==> src/rtl/mlp_layer_engine.sv <==
// -----------------------------------------------------------------------------
// mlp_layer_engine
//   Chained fully-connected layer engine (y = sat(round(W * x)) per layer).
//   An input vector is loaded once. Then NUM_LAYERS square weight matrices are
//   streamed in, and the final vector is drained on the result stream.
//   Two activation buffers are used as ping-pong buffers: the active buffer
//   feeds the multipliers, and results go to the shadow buffer.
//
// Optional feature:
//   MLP_RELU_EN - when defined, negative results of every layer except the
//                 last are clamped to zero.
//
// Ports:
//   clk, rst_n       clock (rising edge), synchronous active-low reset
//   start_i          start a run (only honoured while idle)
//   in_valid_i       load stream valid
//   in_ready_o       load stream ready (LOAD_IN / COMPUTE only)
//   in_data_i        load beat: {x[2k+1], x[2k]} or {W[2p+1][c], W[2p][c]}
//   out_valid_o      result stream valid
//   out_ready_i      result stream ready
//   out_data_o       result beat {y[2k+1], y[2k]}
//   busy_o           high from accepted start until done
//   done_o           pulse on the final result handshake
// -----------------------------------------------------------------------------
module mlp_layer_engine #(
    parameter int DIM        = 16,
    parameter int DATA_W     = 16,
    parameter int NUM_LAYERS = 8,
    parameter int FRAC       = 8
) (
    input  logic                clk,
    input  logic                rst_n,
    input  logic                start_i,
    input  logic                in_valid_i,
    output logic                in_ready_o,
    input  logic [2*DATA_W-1:0] in_data_i,
    output logic                out_valid_o,
    input  logic                out_ready_i,
    output logic [2*DATA_W-1:0] out_data_o,
    output logic                busy_o,
    output logic                done_o
);

    localparam int PAIRS  = DIM / 2;
    localparam int CW     = $clog2(DIM);
    localparam int PW     = (PAIRS > 1) ? $clog2(PAIRS) : 1;
    localparam int LW     = (NUM_LAYERS > 1) ? $clog2(NUM_LAYERS) : 1;
    localparam int ACC_W  = 2 * DATA_W + CW + 1;
    localparam int RND_SH = (FRAC > 0) ? FRAC - 1 : 0;

    localparam logic [CW-1:0] COL_LAST   = CW'(DIM - 1);
    localparam logic [PW-1:0] PAIR_LAST  = PW'(PAIRS - 1);
    localparam logic [LW-1:0] LAYER_LAST = LW'(NUM_LAYERS - 1);

    localparam logic signed [ACC_W-1:0] RND     = (FRAC > 0) ? (ACC_W'(1) << RND_SH) : '0;
    localparam logic signed [ACC_W-1:0] SAT_MAX = {{(ACC_W-DATA_W+1){1'b0}}, {(DATA_W-1){1'b1}}};
    localparam logic signed [ACC_W-1:0] SAT_MIN = {{(ACC_W-DATA_W+1){1'b1}}, {(DATA_W-1){1'b0}}};

    typedef enum logic [1:0] {IDLE, LOAD_IN, COMPUTE, DRAIN} state_t;

    state_t state, state_nxt;

    logic [DATA_W-1:0] buf_a [DIM];
    logic [DATA_W-1:0] buf_b [DIM];
    logic              sel;            // 0: buf_a is active, 1: buf_b is active

    logic [PW-1:0] load_k, pair, drain_k;
    logic [CW-1:0] col;
    logic [LW-1:0] layer;
    logic signed [ACC_W-1:0] acc0, acc1;

    logic in_fire, load_fire, w_fire, row_done, layer_done, run_done;
    logic out_fire, drain_last;

    logic signed [DATA_W-1:0]   w_lo, w_hi, x_c;
    logic signed [2*DATA_W-1:0] prod0, prod1;
    logic signed [ACC_W-1:0]    sum0, sum1;
    logic [DATA_W-1:0]          pp0, pp1, y0, y1;

    logic          res_sel;
    logic [CW-1:0] res_idx;
    logic [DATA_W-1:0] res_lo, res_hi;

    function automatic logic [DATA_W-1:0] post_proc(input logic signed [ACC_W-1:0] s);
        logic signed [ACC_W-1:0] r;
        r = (s + RND) >>> FRAC;
        if (r > SAT_MAX)
            r = SAT_MAX;
        else if (r < SAT_MIN)
            r = SAT_MIN;
        return DATA_W'(r);
    endfunction

    // Handshakes and end-of-block conditions
    assign in_ready_o = (state == LOAD_IN) || (state == COMPUTE);
    assign busy_o     = (state != IDLE);
    assign in_fire    = in_valid_i && in_ready_o;
    assign load_fire  = in_fire && (state == LOAD_IN);
    assign w_fire     = in_fire && (state == COMPUTE);
    assign row_done   = w_fire && (col == COL_LAST);
    assign layer_done = row_done && (pair == PAIR_LAST);
    assign run_done   = layer_done && (layer == LAYER_LAST);
    assign out_fire   = out_valid_o && out_ready_i;
    assign drain_last = (drain_k == PAIR_LAST);
    assign done_o     = (state == DRAIN) && out_fire && drain_last;

    // Multiply-accumulate for the current weight beat
    assign w_lo  = in_data_i[DATA_W-1:0];
    assign w_hi  = in_data_i[2*DATA_W-1:DATA_W];
    assign x_c   = sel ? buf_b[col] : buf_a[col];
    assign prod0 = (2*DATA_W)'(w_lo) * (2*DATA_W)'(x_c);
    assign prod1 = (2*DATA_W)'(w_hi) * (2*DATA_W)'(x_c);
    assign sum0  = acc0 + ACC_W'(prod0);
    assign sum1  = acc1 + ACC_W'(prod1);
    assign pp0   = post_proc(sum0);
    assign pp1   = post_proc(sum1);

`ifdef MLP_RELU_EN
    logic relu_now;
    assign relu_now = (layer != LAYER_LAST);
    assign y0 = (relu_now && pp0[DATA_W-1]) ? '0 : pp0;
    assign y1 = (relu_now && pp1[DATA_W-1]) ? '0 : pp1;
`else
    assign y0 = pp0;
    assign y1 = pp1;
`endif

    // Result readout. The first drain beat is loaded on the last weight beat,
    // before the buffer swap takes effect, so the result buffer is the shadow
    // buffer then and the active buffer once in DRAIN.
    assign res_sel = (state == DRAIN) ? sel : ~sel;
    assign res_idx = (state == DRAIN) ? {drain_k + PW'(1), 1'b0} : '0;
    assign res_lo  = res_sel ? buf_b[res_idx]         : buf_a[res_idx];
    assign res_hi  = res_sel ? buf_b[res_idx + CW'(1)] : buf_a[res_idx + CW'(1)];

    // FSM
    always_ff @(posedge clk) begin
        if (!rst_n)
            state <= IDLE;
        else
            state <= state_nxt;
    end

    always_comb begin
        state_nxt = state;
        case (state)
            IDLE:    if (start_i) state_nxt = LOAD_IN;
            LOAD_IN: if (load_fire && (load_k == PAIR_LAST)) state_nxt = COMPUTE;
            COMPUTE: if (run_done) state_nxt = DRAIN;
            DRAIN:   if (out_fire && drain_last) state_nxt = IDLE;
            default: state_nxt = IDLE;
        endcase
    end

    // Counters, accumulators and output register
    always_ff @(posedge clk) begin
        if (!rst_n) begin
            load_k      <= '0;
            pair        <= '0;
            drain_k     <= '0;
            col         <= '0;
            layer       <= '0;
            acc0        <= '0;
            acc1        <= '0;
            sel         <= 1'b0;
            out_valid_o <= 1'b0;
            out_data_o  <= '0;
        end else begin
            case (state)
                IDLE: begin
                    if (start_i) begin
                        load_k <= '0;
                        pair   <= '0;
                        col    <= '0;
                        layer  <= '0;
                        acc0   <= '0;
                        acc1   <= '0;
                    end
                end
                LOAD_IN: begin
                    if (load_fire)
                        load_k <= load_k + PW'(1);
                end
                COMPUTE: begin
                    if (w_fire) begin
                        if (col == COL_LAST) begin
                            acc0 <= '0;
                            acc1 <= '0;
                            col  <= '0;
                            if (pair == PAIR_LAST) begin
                                pair  <= '0;
                                sel   <= ~sel;
                                layer <= layer + LW'(1);
                                if (layer == LAYER_LAST) begin
                                    out_valid_o <= 1'b1;
                                    out_data_o  <= {res_hi, res_lo};
                                    drain_k     <= '0;
                                end
                            end else begin
                                pair <= pair + PW'(1);
                            end
                        end else begin
                            acc0 <= sum0;
                            acc1 <= sum1;
                            col  <= col + CW'(1);
                        end
                    end
                end
                DRAIN: begin
                    if (out_fire) begin
                        if (drain_last) begin
                            out_valid_o <= 1'b0;
                        end else begin
                            drain_k    <= drain_k + PW'(1);
                            out_data_o <= {res_hi, res_lo};
                        end
                    end
                end
                default: ;
            endcase
        end
    end

    // Activation buffers (not reset; every run overwrites them before use)
    always_ff @(posedge clk) begin
        if (rst_n) begin
            if (load_fire) begin
                if (sel) begin
                    buf_b[{load_k, 1'b0}] <= in_data_i[DATA_W-1:0];
                    buf_b[{load_k, 1'b1}] <= in_data_i[2*DATA_W-1:DATA_W];
                end else begin
                    buf_a[{load_k, 1'b0}] <= in_data_i[DATA_W-1:0];
                    buf_a[{load_k, 1'b1}] <= in_data_i[2*DATA_W-1:DATA_W];
                end
            end
            if (row_done) begin
                if (sel) begin
                    buf_a[{pair, 1'b0}] <= y0;
                    buf_a[{pair, 1'b1}] <= y1;
                end else begin
                    buf_b[{pair, 1'b0}] <= y0;
                    buf_b[{pair, 1'b1}] <= y1;
                end
            end
        end
    end

endmodule

==> config.mk <==
export PLATFORM = sky130hd
export DESIGN_NAME = mlp_layer_engine
export DESIGN_NICKNAME = d
export VERILOG_FILES = /design/src/rtl/mlp_layer_engine.sv
export SDC_FILE = /design/constraint.sdc
export NUM_CORES = 2
export LEC_CHECK = 0
export BUFFER_PORTS_ARGS = -buffer_cell sky130_fd_sc_hd__buf_2
export CORE_UTILIZATION = 40
export CTS_CLUSTER_SIZE = 12
export DETAILED_ROUTE_END_ITERATION = 16
export GPL_TIMING_DRIVEN = 0
export PLACE_DENSITY = 0.54
export SYNTH_ARGS = -nofsm -noshare
export SYNTH_HDL_FRONTEND = slang
export SYNTH_SLANG_ARGS = --single-unit
==> constraint.sdc <==
create_clock -name clk -period 14.1 [get_ports clk]
set_input_delay 2.82 -clock clk [delete_from_list [all_inputs] [get_ports clk]]
set_output_delay 2.82 -clock clk [all_outputs]
set_load 0.005 [all_outputs]
* Yosys cells after proc, flatten, opt, wreduce, memory -nomap -nowiden
Memories as Yosys holds them, arrays and structs flattened. A register that Yosys moved wholly into a read port is not among the register bits.
Index checks and enable logic that the tools add are counted.
** Storage, ports and cells
- Latch bits :: 0
- Register bits :: 126
- Logic and storage cells :: 166
- RAM bits :: 512
- ROM bits :: 0
- Memories :: 2
- Output and inout bits :: 36
- Input bits :: 37
** Cells by class
- Shift operators :: 0
- Divide/modulo/power cells :: 0
- Mux-type cells :: 87
- Reduce and logical (&&, ||, !) cells :: 29
- Equal/unequal tests :: 20
- Bitwise logic cells :: 1
- $lt $le $gt $ge :: 4
- Add/sub/neg operators :: 10
- Multipliers :: 2
** Memory list
- buf_a :: words 16, width 16, read ports 3, clocked after Yosys merged registers in 1, write ports 2, RTL line 63 : logic [DATA_W-1:0] buf_a [DIM];
- buf_b :: words 16, width 16, read ports 3, clocked after Yosys merged registers in 1, write ports 2, RTL line 64 : logic [DATA_W-1:0] buf_b [DIM];
** Operator list (count)
- 32-bit two-way mux :: 6
- 37-bit two-way mux :: 5
- 16-bit two-way mux :: 11
- 37-bit case mux with 2 select lines :: 2
- 37-bit by 32-bit adder with 37-bit output :: 2
- 37-bit by 9-bit adder with 37-bit output (second input constant) :: 2
- 16-bit by 16-bit multiplier with 32-bit output :: 2
- 32-bit case mux with 2 select lines :: 1
- 16-bit OR reduction :: 4
- 29-bit by 16-bit > comparator with 1-bit output (second input constant) :: 2
- 29-bit by 16-bit < comparator with 1-bit output (second input constant) :: 2
- 4-bit two-way mux :: 12
- 3-bit two-way mux :: 14
- 1-bit two-way mux :: 25
- 3-bit case mux with 2 select lines :: 4
- 2-bit != test (second input constant) :: 7
- 7-bit AND reduction :: 2
- 3-bit by 1-bit adder with 3-bit output (second input constant) :: 4
- 3-bit equality test (second input constant) :: 4
- 4-bit AND reduction :: 3
- 1-bit logical AND :: 11
- 2-bit by 1-bit != test with 1-bit output (second input constant) :: 5
- 4-bit by 1-bit adder with 4-bit output (second input constant) :: 2
- 2-bit two-way mux :: 4
- other kinds (12) :: 17

* Depth between registers and ports, before layout
- Depth after elaboration :: 10
- Gate-level depth with buffers :: 38
- Gate-level depth less buffers :: 31

* Worst setup path after synthesis
Ideal clock, no wire load.
- Path type :: input-to-reg
- Start :: in in_data_i[6]
- End :: mem buf_a[0][13], data pin
- Data arrival time :: 10.079 ns
- Slack :: 3.738 ns
- Setup time :: 0.283 ns
- Stages on the path :: 28
- Buffers on the path :: 4
- Data required time :: 13.817 ns
- Cell sequence :: buf_1 clkbuf_1 nor2b_1 fa_1 inv_1 fa_1 fa_1 fa_1 inv_1 fa_1 inv_1 fa_1 inv_1 ha_1 buf_6 a21o_1 a31o_1 or4b_1 o211ai_1 and4_4 and3_1 buf_4 nand3_1 nor4_4 a211oi_2 nor4_4 nor2_1 o311ai_1
** RTL lines
- from (decl) :: RTL line 36 : input logic [2*DATA_W-1:0] in_data_i,
- to (decl) :: RTL line 63

==> run_results.csv <==
group,metric,value,unit
run_status,outcome,"finished with violations",
run_status,violations,"max-capacitance violations, max-slew violations",
logic_synthesis,synth_top_area_frac,0.2679,
placed_design,dp_hpwl,172400,um
logic_synthesis,synth_edf_count,512,
clock_tree,max-clock-path-buffers,3,
clock_tree,clk_pin_slew_worst_paths,0.06,ns
clock_tree,cts_tree,"yes",
sta,drv_slew,10,
detailed_routing,via_count,43360,
sta,fmax,71.86,MHz
placed_design,place_congestion,1.006,
clock_tree,cts_root_buf,"clkbuf_16",
critical_path,crit_family,"adder cells",
grt,grt_first_pass_wirelength,315400,um
clock_tree,holdBufCountCts,0,
clock_tree,cts_buffers,76,
logic_synthesis,syn-cell-area,0.05739,mm2
sta,worst_slew_pin_slew,1.505,ns
sta,clock_skew,0.04070,ns
critical_path,arrival,14.15,ns
logic_synthesis,ys.flop_type,"edfxtp_1",
detailed_routing,wl_met2,101000,um
logic_synthesis,ys_seq_area_frac,0.3133,
logic_synthesis,synth.avg_cell_area,11.13,um2
floorplanning,io_pins,73,
logic_synthesis,postSynthNetCount,6063,
hold_path,min-delay-path-class,"reg2reg",
sta,post-route-period-util,0.9870,
floorplanning,rows,138,
clock_tree,cts_max_level,3,
sta,hold_viol_final,0,
sta,setup_tns,0,ns
final_layout,final_util,0.4469,
sta,setup_violations,0,
logic_synthesis,syn_inst,5157,
logic_synthesis,ys_ff_latch,642,
logic_synthesis,yosys_warnings,0,
critical_path,crit_slowest_cell,"clkdlybuf4s15_1",
floorplanning,dieArea,0.1450,mm2
sta,layout_setup_ws,0.1838,ns
detailed_routing,first_pass_iters,8,
detailed_routing,vias_per_cell,5.948,
grt,grt_start_max_net_pins,26,
sta,relSlewSlack,-0.003314,
placed_design,io_buffers,71,
placed_design,dp_slack,-0.7049,ns
floorplanning,start_util,0.4043,
sta,min_period,13.92,ns
grt,grt_remaining_overflow,0,
logic_synthesis,yosysTopAreaCell,"edfxtp_1",
detailed_routing,drc,0,
detailed_routing,routed.top_layer,"met5",
detailed_routing,met1_length,87660,um
logic_synthesis,synth_area_leaders,"edfxtp_1 (27%), fa_1 (22%), mux4_2 (6.3%)",
detailed_routing,wl_per_cell,30.22,um
final_layout,nets,6238,
final_layout,drive_gt1_frac,0.1253,
detailed_routing,drt-total-wl,220300,um
grt,grt_usage,0.3029,
logic_synthesis,synth_top_cells_by_count,"inv_1 (700), fa_1 (636), edfxtp_1 (512)",
floorplanning,dieWidth,380.8,um
critical_path,cp-start-kind,"flip-flop",
floorplanning,core-area,0.1419,mm2
critical_path,cp.required,14.34,ns
logic_synthesis,ys_types,112,
critical_path,worst-path-max-fanout,10,
final_layout,area_delta_synth_final,10.52,%
clock_tree,clk_latency,0.70,ns
critical_path,crit_path_frequent_cell,"fa_1",
grt,antenna_found_initial,7,
critical_path,critical_path.max_stage_delay,0.91,ns
sta,hold_slack,0.4622,ns
grt,grt_pass1_vias,43980,
clock_tree,clock-sinks,642,
detailed_routing,dr_wl_met3,18610,um
run,maxCapViolCount,2,
critical_path,cp-end-kind,"flip-flop",
logic_synthesis,synth_most_common_cell,"inv_1",
critical_path,path_buf_inv,8,
detailed_routing,drt_iter0_drc,4689,
critical_path,timing_worst_setup_path_type,"reg2reg",
logic_synthesis,synthArstFlopShare,0,
detailed_routing,drt.antenna.violating_nets,0,
floorplanning,die_h,380.8,um
## final timing paths
check	startpoint	end	slack [ns]	cells after the start
setup / recovery	flip-flop	buf_b[2][7]$_DFFE_PP_	0.18	31
hold / removal	acc0[32]$_SDFFE_PN0P_	acc0[32]$_SDFFE_PN0P_	0.46	2
setup reg to reg	flip-flop	buf_b[2][7]$_DFFE_PP_	0.18	31
hold reg to reg	acc0[32]$_SDFFE_PN0P_	acc0[32]$_SDFFE_PN0P_	0.46	2
## stage by stage
stage	cell area (um2)	instances
6_report	63420	7289
5_1_grt	63410	7285
4_1_cts	63290	7286
3_5_place_dp	60710	7141
3_3_place_gp	60110	7118
2_1_floorplan	57390	5157
## per-layer routing
layer | global-route usage | vias to the layer above
met4 | 0.1515 | 2
met1 | 0.3961 | 22520
met5 | 0 | -
met2 | 0.4826 | 2117
met3 | 0.05500 | 480
li1 | - | 18240
## area by class of cell
cell class / count / area [um2]
fillers: 13520 / 78510
multi-input cells: 3499 / 35760
flip-flops and latches: 642 / 17980
inverters: 701 / 2631
well taps: 1890 / 2365
clock buffers: 113 / 2153
plain buffers: 314 / 1350
repair buffers: 98 / 840.8
clock inverters: 28 / 332.8
diodes: 4 / 10.01
## cells by family after synthesis
| kind of cell | share of synthesized area |
|---|---|
| flops | 0.3133 |
| xor+xnor | 0.01762 |
| simple gates | 0.1192 |
| compound gates | 0.09465 |
| buf+inv | 0.06816 |
| fa+ha+maj | 0.2727 |
| mux | 0.1144 |
## sequential cells by signal, indices dropped and copies added (netlist names), named ones only
register and flops:
acc0 37, load_k 3, drain_k 3, buf_b 256
buf_a 256, acc1 37, col 4, state 2
pair 3, sel 1, out_valid_o 1, out_data_o 32
layer 3
## what timing repair did
item | in CTS | in global routing
pin swaps | 4 | 0
resized for setup | 18 | 32
setup buffers | 4 | 0
endpoints found under the setup margin | 367 | 404
cloned | 0 | 0
## cell usage in the layout, fill, tap and decap left out, types with 69 or more instances in the layout
cell type and count:
a21oi_1 222, a22oi_1 73, and2_1 69, buf_2 93
clkbuf_1 264, clkbuf_16 78, dfxtp_1 130, edfxtp_1 512
fa_1 636, ha_1 233, inv_1 700, mux2_2 129
mux2i_1 143, mux4_2 160, nand2_1 309, nand3_1 131
nor2_1 222, nor2b_1 270, o22ai_1 136, xnor2_1 70
## worst reg2reg max path: cells and delay by family (launching register included)
family                     cells  cell delay, ns
and+or+nand+nor                6            1.95
adders and majority gates      7            3.40
muxes                          3            1.78
xor gates and xnor gates       1            0.48
AOI/OAI and AO/OA              6            2.14
DFF                            1            0.43
buffers and inverters          8            3.31
Power is not shown: default switching activity piles up to over one toggle a cycle in this logic, so the estimate is an artifact.
